==> src/rtl/mario_pkg.sv <==
// Shared game constants and the tile-write arbiter state type.
package mario_pkg;

    localparam logic [7:0] BDR = 8'd0;
    localparam logic [7:0] SKY = 8'd1;
    localparam logic [7:0] BLK = 8'd2;
    localparam logic [7:0] GND = 8'd3;
    localparam logic [7:0] TKN = 8'd4;

    localparam int BLOCK_WIDTH   = 40;
    localparam int SCREEN_WIDTH  = 640;
    localparam int SCREEN_HEIGHT = 480;

    typedef enum logic [1:0] {
        IDLE,
        WRITE,
        DONE
    } arb_state_t;

endpackage

==> src/rtl/tile_write_arbiter_if.sv <==
// Requester-side and tile-map-side signals of the tile write arbiter.
interface tile_write_arbiter_if #(
    parameter int NUM_REQ = 4,
    parameter int ROWS    = 12,
    parameter int COLS    = 17,
    parameter int TILE_W  = 8,
    parameter int SCORE_W = 10
);
    localparam int ROW_W = $clog2(ROWS);
    localparam int COL_W = $clog2(COLS);

    logic [NUM_REQ-1:0]             req;
    logic [NUM_REQ-1:0][ROW_W-1:0]  req_row;
    logic [NUM_REQ-1:0][COL_W-1:0]  req_col;
    logic [NUM_REQ-1:0][TILE_W-1:0] req_tile;
    logic [NUM_REQ-1:0]             req_coin;
    logic                           vblank;
    logic [NUM_REQ-1:0]             ack;
    logic                           wr_en;
    logic [ROW_W-1:0]               wr_row;
    logic [COL_W-1:0]               wr_col;
    logic [TILE_W-1:0]              wr_tile;
    logic                           busy;
    logic [SCORE_W-1:0]             score;

    modport master (
        output req, req_row, req_col, req_tile, req_coin, vblank,
        input  ack, wr_en, wr_row, wr_col, wr_tile, busy, score
    );

    modport slave (
        input  req, req_row, req_col, req_tile, req_coin, vblank,
        output ack, wr_en, wr_row, wr_col, wr_tile, busy, score
    );

endinterface

==> src/rtl/tile_write_arbiter_rr_pick.sv <==
// Combinational round-robin selector: first set request at or after ptr, wrapping.
module rr_pick #(
    parameter int N = 4
) (
    input  logic [N-1:0]         req,
    input  logic [$clog2(N)-1:0] ptr,
    output logic [$clog2(N)-1:0] idx,
    output logic                 valid
);
    localparam int IDX_W = $clog2(N);
    localparam logic [IDX_W:0] N_W = (IDX_W+1)'(N);

    logic [N-1:0][IDX_W:0]   sum;
    logic [N-1:0][IDX_W-1:0] cand;
    logic [N-1:0]            hit;

    // cand[gi] is the requester gi places after the pointer
    for (genvar gi = 0; gi < N; gi++) begin : g_cand
        assign sum[gi]  = {1'b0, ptr} + (IDX_W+1)'(gi);
        assign cand[gi] = (sum[gi] >= N_W) ? IDX_W'(sum[gi] - N_W) : IDX_W'(sum[gi]);
        assign hit[gi]  = req[cand[gi]];
    end

    always_comb begin
        valid = |req;
        idx   = '0;
        for (int i = N - 1; i >= 0; i--) begin
            if (hit[i]) idx = cand[i];
        end
    end

endmodule

==> src/rtl/tile_write_arbiter.sv <==
// Round-robin arbiter serializing tile-map writes with a saturating coin score.
// Define TILE_ARB_VBLANK_GATE_EN to allow new grants only while vblank is high.
module tile_write_arbiter
    import mario_pkg::*;
#(
    parameter int NUM_REQ = 4,
    parameter int ROWS    = 12,
    parameter int COLS    = 17,
    parameter int TILE_W  = 8,
    parameter int SCORE_W = 10
) (
    input  logic vga_clock,
    input  logic reset,
    tile_write_arbiter_if.slave bus
);
    localparam int ROW_W = $clog2(ROWS);
    localparam int COL_W = $clog2(COLS);
    localparam int IDX_W = $clog2(NUM_REQ);

    arb_state_t         state_reg, state_next;
    logic [IDX_W-1:0]   ptr_reg, ptr_next;
    logic [IDX_W-1:0]   grant_reg, grant_next;
    logic               coin_reg, coin_next;
    logic [NUM_REQ-1:0] ack_reg, ack_next;
    logic               wr_en_reg, wr_en_next;
    logic [ROW_W-1:0]   wr_row_reg, wr_row_next;
    logic [COL_W-1:0]   wr_col_reg, wr_col_next;
    logic [TILE_W-1:0]  wr_tile_reg, wr_tile_next;
    logic               busy_reg, busy_next;
    logic [SCORE_W-1:0] score_reg, score_next;

    logic [IDX_W-1:0]   pick_idx;
    logic               pick_valid;
    logic               window;
    logic [NUM_REQ-1:0] pick_onehot;
    logic [ROW_W-1:0]   pick_row;
    logic [COL_W-1:0]   pick_col;

`ifdef TILE_ARB_VBLANK_GATE_EN
    assign window = bus.vblank;
`else
    logic unused_vblank;
    assign unused_vblank = bus.vblank;
    assign window        = 1'b1;
`endif

    rr_pick #(.N(NUM_REQ)) u_pick (
        .req   (bus.req),
        .ptr   (ptr_reg),
        .idx   (pick_idx),
        .valid (pick_valid)
    );

    assign pick_row = bus.req_row[pick_idx];
    assign pick_col = bus.req_col[pick_idx];

    always_comb begin
        pick_onehot           = '0;
        pick_onehot[pick_idx] = 1'b1;
    end

    always_ff @(posedge vga_clock or negedge reset) begin
        if (!reset) begin
            state_reg   <= IDLE;
            ptr_reg     <= '0;
            grant_reg   <= '0;
            coin_reg    <= 1'b0;
            ack_reg     <= '0;
            wr_en_reg   <= 1'b0;
            wr_row_reg  <= '0;
            wr_col_reg  <= '0;
            wr_tile_reg <= '0;
            busy_reg    <= 1'b0;
            score_reg   <= '0;
        end else begin
            state_reg   <= state_next;
            ptr_reg     <= ptr_next;
            grant_reg   <= grant_next;
            coin_reg    <= coin_next;
            ack_reg     <= ack_next;
            wr_en_reg   <= wr_en_next;
            wr_row_reg  <= wr_row_next;
            wr_col_reg  <= wr_col_next;
            wr_tile_reg <= wr_tile_next;
            busy_reg    <= busy_next;
            score_reg   <= score_next;
        end
    end

    // Outputs are registered, so the strobes computed in IDLE are visible during WRITE
    always_comb begin
        state_next   = state_reg;
        ptr_next     = ptr_reg;
        grant_next   = grant_reg;
        coin_next    = coin_reg;
        ack_next     = '0;
        wr_en_next   = 1'b0;
        wr_row_next  = wr_row_reg;
        wr_col_next  = wr_col_reg;
        wr_tile_next = wr_tile_reg;
        busy_next    = busy_reg;
        score_next   = score_reg;
        case (state_reg)
            IDLE: begin
                if (pick_valid && window) begin
                    state_next   = WRITE;
                    grant_next   = pick_idx;
                    coin_next    = bus.req_coin[pick_idx];
                    wr_row_next  = pick_row;
                    wr_col_next  = pick_col;
                    wr_tile_next = bus.req_tile[pick_idx];
                    ack_next     = pick_onehot;
                    wr_en_next   = (int'(pick_row) < ROWS) && (int'(pick_col) < COLS);
                    busy_next    = 1'b1;
                end
            end
            WRITE: begin
                state_next = DONE;
                busy_next  = 1'b1;
                ptr_next   = (int'(grant_reg) == NUM_REQ - 1) ? '0 : grant_reg + 1'b1;
                if (wr_en_reg && coin_reg && (score_reg != '1))
                    score_next = score_reg + 1'b1;
            end
            DONE: begin
                state_next = IDLE;
                busy_next  = 1'b0;
            end
            default: begin
                state_next = IDLE;
                busy_next  = 1'b0;
            end
        endcase
    end

    assign bus.ack     = ack_reg;
    assign bus.wr_en   = wr_en_reg;
    assign bus.wr_row  = wr_row_reg;
    assign bus.wr_col  = wr_col_reg;
    assign bus.wr_tile = wr_tile_reg;
    assign bus.busy    = busy_reg;
    assign bus.score   = score_reg;

endmodule

==> src/flat_wrapper.sv <==
// flat-port wrapper written by rule: the top's interface ports become plain ports
module tile_write_arbiter_flat import mario_pkg::*;
#(
    parameter int NUM_REQ = 4,
    parameter int ROWS    = 12,
    parameter int COLS    = 17,
    parameter int TILE_W  = 8,
    parameter int SCORE_W = 10
)
  (vga_clock, reset, bus_req, bus_req_row, bus_req_col, bus_req_tile, bus_req_coin, bus_vblank, bus_ack, bus_wr_en, bus_wr_row, bus_wr_col, bus_wr_tile, bus_busy, bus_score);
  tile_write_arbiter_if #(.NUM_REQ(NUM_REQ), .ROWS(ROWS), .COLS(COLS), .TILE_W(TILE_W), .SCORE_W(SCORE_W)) bus_i ();
  input  logic vga_clock;
  input  logic reset;
  input wire logic [$bits(bus_i.req)-1:0] bus_req;
  input wire logic [$bits(bus_i.req_row)-1:0] bus_req_row;
  input wire logic [$bits(bus_i.req_col)-1:0] bus_req_col;
  input wire logic [$bits(bus_i.req_tile)-1:0] bus_req_tile;
  input wire logic [$bits(bus_i.req_coin)-1:0] bus_req_coin;
  input wire logic [$bits(bus_i.vblank)-1:0] bus_vblank;
  output wire logic [$bits(bus_i.ack)-1:0] bus_ack;
  output wire logic [$bits(bus_i.wr_en)-1:0] bus_wr_en;
  output wire logic [$bits(bus_i.wr_row)-1:0] bus_wr_row;
  output wire logic [$bits(bus_i.wr_col)-1:0] bus_wr_col;
  output wire logic [$bits(bus_i.wr_tile)-1:0] bus_wr_tile;
  output wire logic [$bits(bus_i.busy)-1:0] bus_busy;
  output wire logic [$bits(bus_i.score)-1:0] bus_score;
  assign bus_i.req = bus_req;
  assign bus_i.req_row = bus_req_row;
  assign bus_i.req_col = bus_req_col;
  assign bus_i.req_tile = bus_req_tile;
  assign bus_i.req_coin = bus_req_coin;
  assign bus_i.vblank = bus_vblank;
  assign bus_ack = bus_i.ack;
  assign bus_wr_en = bus_i.wr_en;
  assign bus_wr_row = bus_i.wr_row;
  assign bus_wr_col = bus_i.wr_col;
  assign bus_wr_tile = bus_i.wr_tile;
  assign bus_busy = bus_i.busy;
  assign bus_score = bus_i.score;
  tile_write_arbiter #(.NUM_REQ(NUM_REQ), .ROWS(ROWS), .COLS(COLS), .TILE_W(TILE_W), .SCORE_W(SCORE_W)) u_core (.vga_clock(vga_clock), .reset(reset), .bus(bus_i));
endmodule
==> config.mk <==
export PLATFORM = sky130hd
export DESIGN_NAME = tile_write_arbiter_flat
export DESIGN_NICKNAME = d
export VERILOG_FILES = /design/src/rtl/mario_pkg.sv /design/src/rtl/tile_write_arbiter_if.sv /design/src/rtl/tile_write_arbiter_rr_pick.sv /design/src/rtl/tile_write_arbiter.sv /design/src/flat_wrapper.sv
export SDC_FILE = /design/constraint.sdc
export NUM_CORES = 1
export LEC_CHECK = 0
export CAP_MARGIN = 20
export CORE_ASPECT_RATIO = 0.9
export CORE_MARGIN = 5
export CORE_UTILIZATION = 40
export CTS_BUF_LIST = sky130_fd_sc_hd__clkbuf_16
export DETAILED_ROUTE_END_ITERATION = 10
export GPL_TIMING_DRIVEN = 0
export PLACE_DENSITY = 0.81
export SETUP_SLACK_MARGIN = 0.15
export SYNTH_ARGS = -nofsm -noshare
export SYNTH_HDL_FRONTEND = slang
export SYNTH_SLANG_ARGS = --single-unit
==> constraint.sdc <==
create_clock -name vga_clock -period 2 [get_ports vga_clock]
set_input_delay 0.3 -clock vga_clock [delete_from_list [all_inputs] [get_ports vga_clock]]
set_output_delay 0.3 -clock vga_clock [all_outputs]
set_load 0.005 [all_outputs]
# [Word-level counts from Yosys, hierarchy flattened]
# Index checks and enable logic that the tools add are counted.
[totals] ff_bits=40 in_bits=79 elab_cells=79 output_inout_bits=33
[classes] n_reduce_logical=8 order_cmp=12 n_addsub=9 n_eq_ne=4 mux=35
[ops] cell="$mux W2" n=10
[ops] cell="$bmux W8 S2" n=1
[ops] cell="$lt A2 B3 Y1 const B" n=5
[ops] cell="$mux W4" n=3
[ops] cell="$add A10 B1 Y10 const B" n=1
[ops] cell="$bmux W1 S2" n=5
[ops] cell="$bmux W5 S2" n=1
[ops] cell="$ne A10 B10 Y1 const B" n=1
[ops] cell="$ge A3 B3 Y1 const B" n=3
[ops] cell="$mux W1" n=9
[ops] cell="$bmux W4 S2" n=1
[ops] cell="$mux W8" n=1
[ops] cell="$sub A2 B1 Y2 const B" n=4
[ops] cell="$add A2 B2 Y3 const B" n=2
[ops] cell="$lt A5 B5 Y1 const B" n=1
[ops] cell="$mux W5" n=1
[ops] cell="$eq A2 B1 Y1 const B" n=2
[ops] cell="$logic_and A1 B1 Y1" n=4
[ops] cell="$lt A4 B4 Y1 const B" n=1
[ops] cell="$pmux W2 S2" n=1
[ops] cell="$reduce_and A2 Y1" n=2
[ops] cell="$reduce_or A4 Y1" n=1
[ops] cell="$add A2 B1 Y3 const B" n=1
[ops] cell="$ge A2 B3 Y1 const B" n=1
[ops] cell="6 further kinds" n=6

# [Longest topological paths before layout]
# Gate-level depths: netlist (run 1).
[logic_depth] word_depth=15 ltp_mapped=10

# [Cells and area by module]
# From an unflattened synthesis (run 1), not the netlist that was laid out.
[unflattened] hier_cells=189 hier_area_um2=2113.3
[modules_own_cells] module="tile_write_arbiter" n_inst=1 area_per_inst_um2=2035.7 seq_area_each_um2=1001.0 cells_each=176
[modules_own_cells] module="rr_pick" n_inst=1 area_per_inst_um2=77.6 seq_area_each_um2=0.0 cells_each=13

# [Worst setup path before layout (run 1)]
# OpenSTA, ideal clock, no wires.
[synth_path] path_type="register to register" start="register u_core.ptr_reg[1]" end="register u_core.wr_tile_reg[3] (netlist: u_core.bus.wr_tile[3])" setup_time_ns=0.133 period_less_slack_ns=1.852 required_time_ns=1.867 slack_ns=0.148 stages_incl_launch_ff=10 path_buffers=3 t_arrival_ns=1.719 cell_sequence="dfrtp_1 -> inv_2 -> a21oi_1 -> o32a_1 -> buf_6 -> buf_6 -> buf_4 -> mux2_2 -> o21ai_0 -> o21ai_0"
[synth_via] elab_chain_len=11
[synth_lines] element="from (decl)" line_no="tile_write_arbiter.sv:21" rtl="logic [IDX_W-1:0] ptr_reg, ptr_next;"
[synth_lines] element="from (signal assigned)" line_no="tile_write_arbiter.sv:77" rtl="ptr_reg <= ptr_next;"
[synth_lines] element="$add A2 B2 Y3" line_no="tile_write_arbiter_rr_pick.sv:19" rtl="assign sum[gi] = {1'b0, ptr} + (IDX_W+1)'(gi);"
[synth_lines] element="$ge A3 B3 Y1 or $sub A2 B1 Y2 (tied branches)" line_no="tile_write_arbiter_rr_pick.sv:20" rtl="assign cand[gi] = (sum[gi] >= N_W) ? IDX_W'(sum[gi] - N_W) : IDX_W'(sum[gi]);"
[synth_lines] element="$mux W2" line_no="tile_write_arbiter_rr_pick.sv:20"
[synth_lines] element="$bmux W1 S2" line_no="tile_write_arbiter_rr_pick.sv:21" rtl="assign hit[gi] = req[cand[gi]];"
[synth_lines] element="$mux W1 (implied by the code)" line_no="tile_write_arbiter_rr_pick.sv:21"
[synth_lines] element="$mux W2 (3 in series)" line_no="tile_write_arbiter_rr_pick.sv:28" rtl="if (hit[i]) idx = cand[i];"
[synth_lines] element="$mux W2 (*)" line_no="tile_write_arbiter_rr_pick.sv:28"
[synth_lines] element="$bmux W8 S2 (*)" line_no="tile_write_arbiter.sv:111" rtl="wr_tile_next = bus.req_tile[pick_idx];"
[synth_lines] element="$mux W8 (implied by the code) (*)" line_no="tile_write_arbiter.sv:111"
[synth_lines] element="to (signal assigned)" line_no="tile_write_arbiter.sv:84" rtl="wr_tile_reg <= wr_tile_next;"
[synth_lines] element="to (decl)" line_no="tile_write_arbiter.sv:28" rtl="logic [TILE_W-1:0] wr_tile_reg, wr_tile_next;"
# Mark *: on every way between the ends. The rest lies on a longest branch, timed or not. The select of a mux whose other input is x is not followed.
# A chain may end at the register's enable or synchronous reset.

# [Worst setup path after layout (run 1)]
[layout_path] start="register u_core.ptr_reg[0]" end="register u_core.wr_en_reg (netlist: u_core.bus.wr_en)"
[layout_via] elab_chain_len=15
[layout_lines] element="$add A2 B2 Y3" line_no="tile_write_arbiter_rr_pick.sv:19"
[layout_lines] element="$ge A3 B3 Y1 or $sub A2 B1 Y2 (tied branches)" line_no="tile_write_arbiter_rr_pick.sv:20"
[layout_lines] element="$mux W2" line_no="tile_write_arbiter_rr_pick.sv:20"
[layout_lines] element="$bmux W1 S2" line_no="tile_write_arbiter_rr_pick.sv:21"
[layout_lines] element="$mux W1 (implied by the code)" line_no="tile_write_arbiter_rr_pick.sv:21"
[layout_lines] element="$mux W2 (3 in series)" line_no="tile_write_arbiter_rr_pick.sv:28"
[layout_lines] element="$mux W2 (*)" line_no="tile_write_arbiter_rr_pick.sv:28"
[layout_lines] element="$bmux W5 S2 or $bmux W4 S2 (tied branches)" line_no="tile_write_arbiter.sv:55, tile_write_arbiter.sv:54"
[layout_lines] element="$mux W5 (implied by the code) or $mux W4 (tied branches)" line_no="tile_write_arbiter.sv:55, tile_write_arbiter.sv:54"
[layout_lines] element="$lt A5 B5 Y1 or $lt A4 B4 Y1 (tied branches)" line_no="tile_write_arbiter.sv:113" rtl="wr_en_next = (int'(pick_row) < ROWS) && (int'(pick_col) < COLS);"
[layout_lines] element="$logic_and A1 B1 Y1 (*)" line_no="tile_write_arbiter.sv:113"
[layout_lines] element="$mux W1 (*)" line_no="tile_write_arbiter.sv:105" rtl="if (pick_valid && window) begin"
[layout_lines] element="$mux W1 (*)" line_no="tile_write_arbiter.sv:103" rtl="case (state_reg)"
[layout_lines] element="named net u_core.wr_en_next" line_no="tile_write_arbiter.sv:25" rtl="logic wr_en_reg, wr_en_next;"
[layout_lines] element="to (signal assigned)" line_no="tile_write_arbiter.sv:81" rtl="wr_en_reg <= wr_en_next;"
[layout_lines] element="to (decl)" line_no="tile_write_arbiter.sv:25"
# The timed path passes the listed nets; every way through them passes the cells marked *. The select of a mux whose other input is x is not followed.

==> flow_summary.yaml, run 1 <==
critical_path:
  r2r_start: "u_core.ptr_reg[0]$_DFFE_PN0P_"
  worst_ep_arrival_time_ns: 2.27
  path_buf_inv: 4
  startpoint: "u_core.ptr_reg[0]$_DFFE_PN0P_"
  crit_slowest_cell: "dfrtp_1"
  crit_family: "compound AO/OA/AOI/OAI gates"
  cp_max_fo: 6
  start_kind: "flip-flop"
  endpoint_kind: "flip-flop"
  cp_num_cells: 9
  crit_type: "flip-flop to flip-flop"
  r2r_cells: 9
  cp.required_ns: 2.21
  critPathMaxStageDelay_ns: 0.41
  crit_chain: "nor3b_1, o32a_1, buf_6, buf_12, buf_8, buf_4, mux2_2, o21ai_2, o221a_1"
finish:
  fin_util_pct: 71.10
  n_antenna_cell: 0
  final_nets: 438
  drive_gt1_share_pct: 18.44
  final_cell_count_no_fill: 425
  largest_register_ffs: 10
  area_delta_synth_final_pct: 73.10
die:
  die-width_um: 87.43
  fp.dieH_um: 79.69
  start_util_pct: 41.07
  die_area_um2: 6967
  rows: 25
  ioPinCount: 112
  core_area_um2: 5255
sta:
  rsz0062_at_grt: "true"
  period_share_pct: 102.6
  skew_ns: 0.001892
  setup_viol: 2
  final_hold_viol_count: 0
  fin_crit_ns: 2.053
  hold_slack_ns: 0.1505
  max_freq_mhz: 487.1
  max-slew-margin-rel_pct: 40.89
  layout_setup_ws_ns: -0.05277
  worstMarginPinSlew_ns: 0.8867
  report.final.slew_viol_count: 0
yosys:
  synthCells: 223
  ys_ff_latch: 40
  synthesis.area_um2: 2158
  syn_avg_cell_area_um2: 9.679
  synth_top_area_share_pct: 46.38
  ys_warn_count: 0
  synth_fp_nets: 304
  synth_cell_types: 31
  ys_seq_area_share_pct: 46.38
  ys_top_cells_by_area: "dfrtp_1 (46%), mux2i_1 (13%), nand2_1 (9.4%), mux2_2 (7.8%), o21ai_0 (6.7%)"
  synth_top_cell_by_area: "dfrtp_1"
global_routing:
  grtUsageTotal_pct: 18.64
  grt_pass1_vias: 2114
  grt_pass1_wl_mm: 10.10
  grt_max_degree: 41
  antenna_found_initial: 0
  overflow: 0
clock_network:
  cts_buffers: 5
  cts_root_buf: "clkbuf_16"
  clk_pin_slew_worst_paths_ns: 0.05
  cts_tree: "built"
  clock_sink_count: 40
  cts.path.max_buffers: 2
  postCtsHoldBufs: 0
  clk_latency_ns: 0.28
  cts_max_level: 2
power_and_ir_drop:
  leakage_nw: 1.661
  powerDensity_nw_per_um2: 1250
  ir_drop_mv: 0.8154
run_status:
  status: "complete, but fails checks"
  violations: "setup timing"
route:
  routed_wirelength_mm: 6.546
  wire_per_inst_um: 15.40
  vias_per_cell: 5.066
  firstDrtPassIters: 4
  ant_nets: 0
  routed-via-count: 2153
  drtIter0Drc: 55
  drc_errors: 0
min_path:
  hp-class: "input pin to asynchronous set/reset pin"
flow_run:
  maxCapViolCount: 0
placement:
  dpl.cell_count: 400
  gp_congestion: 0.7732
  place_hpwl_mm: 4.856
  place_ws_ns: -0.5863
  portBuffers: 110
-- per-stage QoR --
stage,TNS [ns],total power [mW],instance area [µm²]
6_report,-0.05424,4.672,3736
5_1_grt,-1.045,5.001,3736
4_1_cts,-0.06608,4.544,3637
3_5_place_dp,-9.894,3.410,3342
3_3_place_gp,-22.55,3.349,3347
2_1_floorplan,0,2.409,2162
-- cell usage in the layout (no fill, tap or decap), types with 2 or more instances in the layout --
cell             instances
clkdlybuf4s50_1        106
nand2_1                 53
dfrtp_1                 39
mux2i_1                 26
o21ai_0                 20
mux2_2                  15
buf_4                   12
clkbuf_2                 7
nor2_1                   7
buf_6                    7
o21ai_1                  7
xnor2_1                  6
clkbuf_16                5
inv_2                    3
nand3_1                  3
nand4_1                  3
xor2_1                   3
dlygate4sd2_1            3
a21oi_1                  2
nor4_2                   2
buf_12                   2
o21ai_2                  2
and3_1                   2
ha_1                     2
clkinv_1                 2
-- kinds of logic after synthesis --
| group | share of synthesized area, % |
|---|---|
| DFF | 46.38 |
| xor gates and xnor gates | 3.652 |
| muxes | 20.35 |
| buffers and inverters | 3.884 |
| AOI/OAI and AO/OA | 9.507 |
| adders and majority gates | 1.159 |
| and+or+nand+nor | 15.07 |
-- layout make-up --
type	instances	area (µm²)
Timing Repair Buffer	127	1251
Clock inverter	3	37.54
Tap cell	67	83.83
Sequential cell	40	1002
Clock buffer	5	125.1
Buffer	12	100.1
Fill cell	412	1519
Inverter	4	16.27
Multi-Input combinational cell	167	1120
-- where the power goes --
group          internal [mW]  switching (mW)  leakage [nW]  total [mW]
clock network          0.579           0.292        0.0789       0.871
logic                   1.38            1.09          1.08        2.47
registers               1.13           0.199         0.505        1.33
total                   3.09            1.58          1.66        4.67
-- cells in the mapped netlist, drive strengths merged --
library cell	number
a21oi	4
and3	2
and4	1
buf	5
clkbuf	7
clkinv	1
dfrtp	40
ha	2
inv	3
mux2	15
mux2i	27
nand2	54
nand3	3
nand4	3
nor2	8
nor2b	1
nor3	1
nor3b	1
nor4	2
o2111ai	1
o21ai	29
o221a	1
o22ai	1
o32a	1
or3	1
xnor2	6
xor2	3
-- per-layer routing --
| layer | GRT usage (%) | up-vias | share of wire [%] |
|---|---|---|---|
| li1 | - | 1036 | - |
| met1 | 22.54 | 1034 | 40 |
| met2 | 31.63 | 74 | 51 |
| met3 | 5.366 | 9 | 7.6 |
| met4 | 6.135 | 0 | 1.6 |
| met5 | 0 | - | 0 |
-- worst register-to-register path: stages, from the launching register on --
cell	delay (ns)
dfrtp_1	0.41
nor3b_1	0.15
o32a_1	0.29
buf_6	0.13
buf_12	0.13
buf_8	0.13
buf_4	0.13
mux2_2	0.27
o21ai_2	0.15
o221a_1	0.20
-- timing repair --
| action | CTS | global route |
|---|---|---|
| setup buffers | 11 | 6 |
| gates cloned | 0 | 0 |
| resized for setup | 28 | 17 |
| setup endpoints to repair | 25 | 32 |
| pin swaps | 6 | 9 |
-- final timing paths --
path                                                   end  slack [ns]
hold reg to reg                u_core.bus.busy$_DFFE_PN0P_        0.44
setup / recovery                u_core.bus.wr_en$_DFF_PN0_       -0.05
hold / removal                 u_core.bus.busy$_DFFE_PN0P_        0.15
setup reg to reg                u_core.bus.wr_en$_DFF_PN0_       -0.05
max in group asynchronous  u_core.bus.score[3]$_DFFE_PN0P_        1.24
min in group vga_clock         u_core.bus.busy$_DFFE_PN0P_        0.44
No activity file was read; power rests on OpenSTA's default activity.
==> run 2, diff against run 1 <==
- SLEW_MARGIN: unset -> 20
==> run 2 against run 1 <==
The run still ends with setup timing left. Maximum frequency about the same. Clock power rose by 1%. Core utilization up 1.0 points. Wire length grew 1.1%. Worst setup slack better by 0.00099 ns. Sequential share of layout area down 0.41 points. Sequential cell count stayed put. Via count fell by 0.46%. First-iteration DRC count up 64%. Total power is 1.1% higher. Highest routed layer unchanged.
==> flow_summary.yaml, run 2 (same netlist as run 1, synthesis figures left out) <==
run_status:
  status: "complete, but fails checks"
  violations: "setup timing"
power_and_ir_drop:
  p_int_mw: 3.109
  p_sw_mw: 1.615
  leakage_nw: 1.649
  ir_drop_mv: 0.7667
  combinationalPowerShare_pct: 53.2
  netSwitchingFraction_pct: 34.18
  p_clk_share_pct: 18.6
  p_seq_share_pct: 28.2
  powerDensity_nw_per_um2: 1247
placement:
  place_ws_ns: -0.5987
  gp_congestion: 0.7732
  portBuffers: 110
  dpl.cell_count: 401
  place_hpwl_mm: 4.939
route:
  ant_nets: 0
  vias_per_cell: 5.115
  routed-via-count: 2143
  firstDrtPassIters: 4
  drtIter0Drc: 90
  drc_errors: 0
  routed_wirelength_mm: 6.616
  wire_per_inst_um: 15.79
flow_run:
  maxCapViolCount: 0
sta:
  report.final.slew_viol_count: 0
  layout_setup_ws_ns: -0.05178
  fin_setup_tns_ns: -0.05178
  final_hold_viol_count: 0
  max_freq_mhz: 487.4
  setup_viol: 1
  fin_crit_ns: 2.052
  hold_slack_ns: 0.4416
  worstMarginPinSlew_ns: 0.3411
  skew_ns: 0.004574
  rsz0062_at_grt: "true"
  period_share_pct: 102.6
  max-slew-margin-rel_pct: 77.05
critical_path:
  start_kind: "flip-flop"
  cp_max_fo: 9
  worst_ep_arrival_time_ns: 2.21
  endpoint_kind: "flip-flop"
  crit_slowest_cell: "dfrtp_1"
  path_buf_inv: 4
  cpMostUsedCell: "buf_4"
  crit_type: "flip-flop to flip-flop"
  critPathMaxStageDelay_ns: 0.40
  crit_family: "compound AO/OA/AOI/OAI gates"
  crit_chain: "inv_2, buf_4, buf_4, a21oi_2, o22ai_2, a21oi_4, buf_12, mux2i_1, nor4_4, o221a_1"
  cp.required_ns: 2.16
finish:
  n_antenna_cell: 0
  fin_util_pct: 72.10
  final_cell_count_no_fill: 419
  drive_gt1_share_pct: 17.90
  area_delta_synth_final_pct: 75.54
  largest_register_ffs: 10
  final_nets: 432
  final_common_cell: "clkdlybuf4s50_1"
  layout_common_cells: "clkdlybuf4s50_1 (106), nand2_1 (54), dfrtp_1 (40)"
global_routing:
  grt_pass1_wl_mm: 10.30
  overflow: 0
  antenna_found_initial: 0
  grt_max_degree: 30
  grtUsageTotal_pct: 18.95
  grt_pass1_vias: 2172
die:
  fp.dieH_um: 79.69
  rows: 25
  start_util_pct: 41.07
  die-width_um: 87.43
  ioPinCount: 112
  die_area_um2: 6967
  core_area_um2: 5255
clock_network:
  cts_buffers: 5
  clk_latency_ns: 0.28
  clk_pin_slew_worst_paths_ns: 0.06
  cts_tree: "built"
  cts_root_buf: "clkbuf_16"
  cts.path.max_buffers: 2
  cts_max_level: 2
  clock_sink_count: 40
min_path:
  hp-class: "input pin to asynchronous set/reset pin"
[run 2: changes by cell type in the layout (fill, tap and decap cells not counted), sizes merged]
cell	before	now
clkbuf	12	10
buf	23	18
dlygate4sd3	0	1
[run 2: layer usage]
metal	share of wire, %	GRT usage (%)
met5	0	0
met4	1.3	4.601
met3	8.1	5.882
met2	49	32.68
met1	41	22.89
[run 2: final cells by class]
type                    count  area, µm²
fillers                   404       1466
repair buffers            121       1235
multi-input cells         167       1176
flip-flops and latches     40       1001
clock buffers               5      125.1
plain buffers              12      113.9
well taps                  67      83.83
clock inverters             3      37.54
inverters                   4      16.27
[run 2: worst reg2reg max path: cells and delay by family, from the launching register on]
| kind | cells | cell delay, ns |
|---|---|---|
| buffers and inverters | 4 | 0.45 |
| muxes | 1 | 0.33 |
| and+or+nand+nor | 1 | 0.08 |
| DFF | 1 | 0.40 |
| AOI/OAI and AO/OA | 4 | 0.67 |
[run 2: metrics by stage]
step                instance area, µm²  power (mW)
floorplan                         2162       2.409
global placement                  3347       3.349
detailed placement                3362       3.407
CTS                               3681       4.582
global route                      3789       5.026
finish                            3789       4.724
[run 2: power groups by stage]
| stage | Combinational, mW | Clock [mW] | Sequential (mW) |
|---|---|---|---|
| 3_3_place_gp | 2.02 | 0 | 1.33 |
| 3_5_place_dp | 2.06 | 0 | 1.35 |
| 6_report | 2.51 | 0.880 | 1.33 |
| 2_1_floorplan | 1.07 | 0 | 1.34 |
| 4_1_cts | 2.38 | 0.884 | 1.32 |
| 5_1_grt | 2.73 | 0.923 | 1.37 |
[run 2: final timing paths]
check	startpoint	end	slack, ns	cells after the start
min reg2reg	u_core.bus.wr_tile[3]$_DFFE_PN0P_	u_core.bus.wr_tile[3]$_DFFE_PN0P_	0.48	2
min in group vga_clock	u_core.bus.wr_tile[3]$_DFFE_PN0P_	u_core.bus.wr_tile[3]$_DFFE_PN0P_	0.48	2
max reg2reg	u_core.ptr_reg[1]$_DFFE_PN0P_	u_core.bus.wr_en$_DFF_PN0_	-0.05	10
min	reset	u_core.bus.score[8]$_DFFE_PN0P_	0.44	2
max in group asynchronous	reset	u_core.bus.wr_tile[1]$_DFFE_PN0P_	1.11	3
max	u_core.ptr_reg[1]$_DFFE_PN0P_	u_core.bus.wr_en$_DFF_PN0_	-0.05	10
[run 2: what timing repair did]
item                                    in CTS  in global routing
gates cloned                                 1                  0
endpoints found under the hold margin       11                  0
pin swaps                                    3                  5
endpoints found under the setup margin      25                 32
hold buffers                                 1                  0
resized for setup                           26                 24
buffers inserted                             6                  2
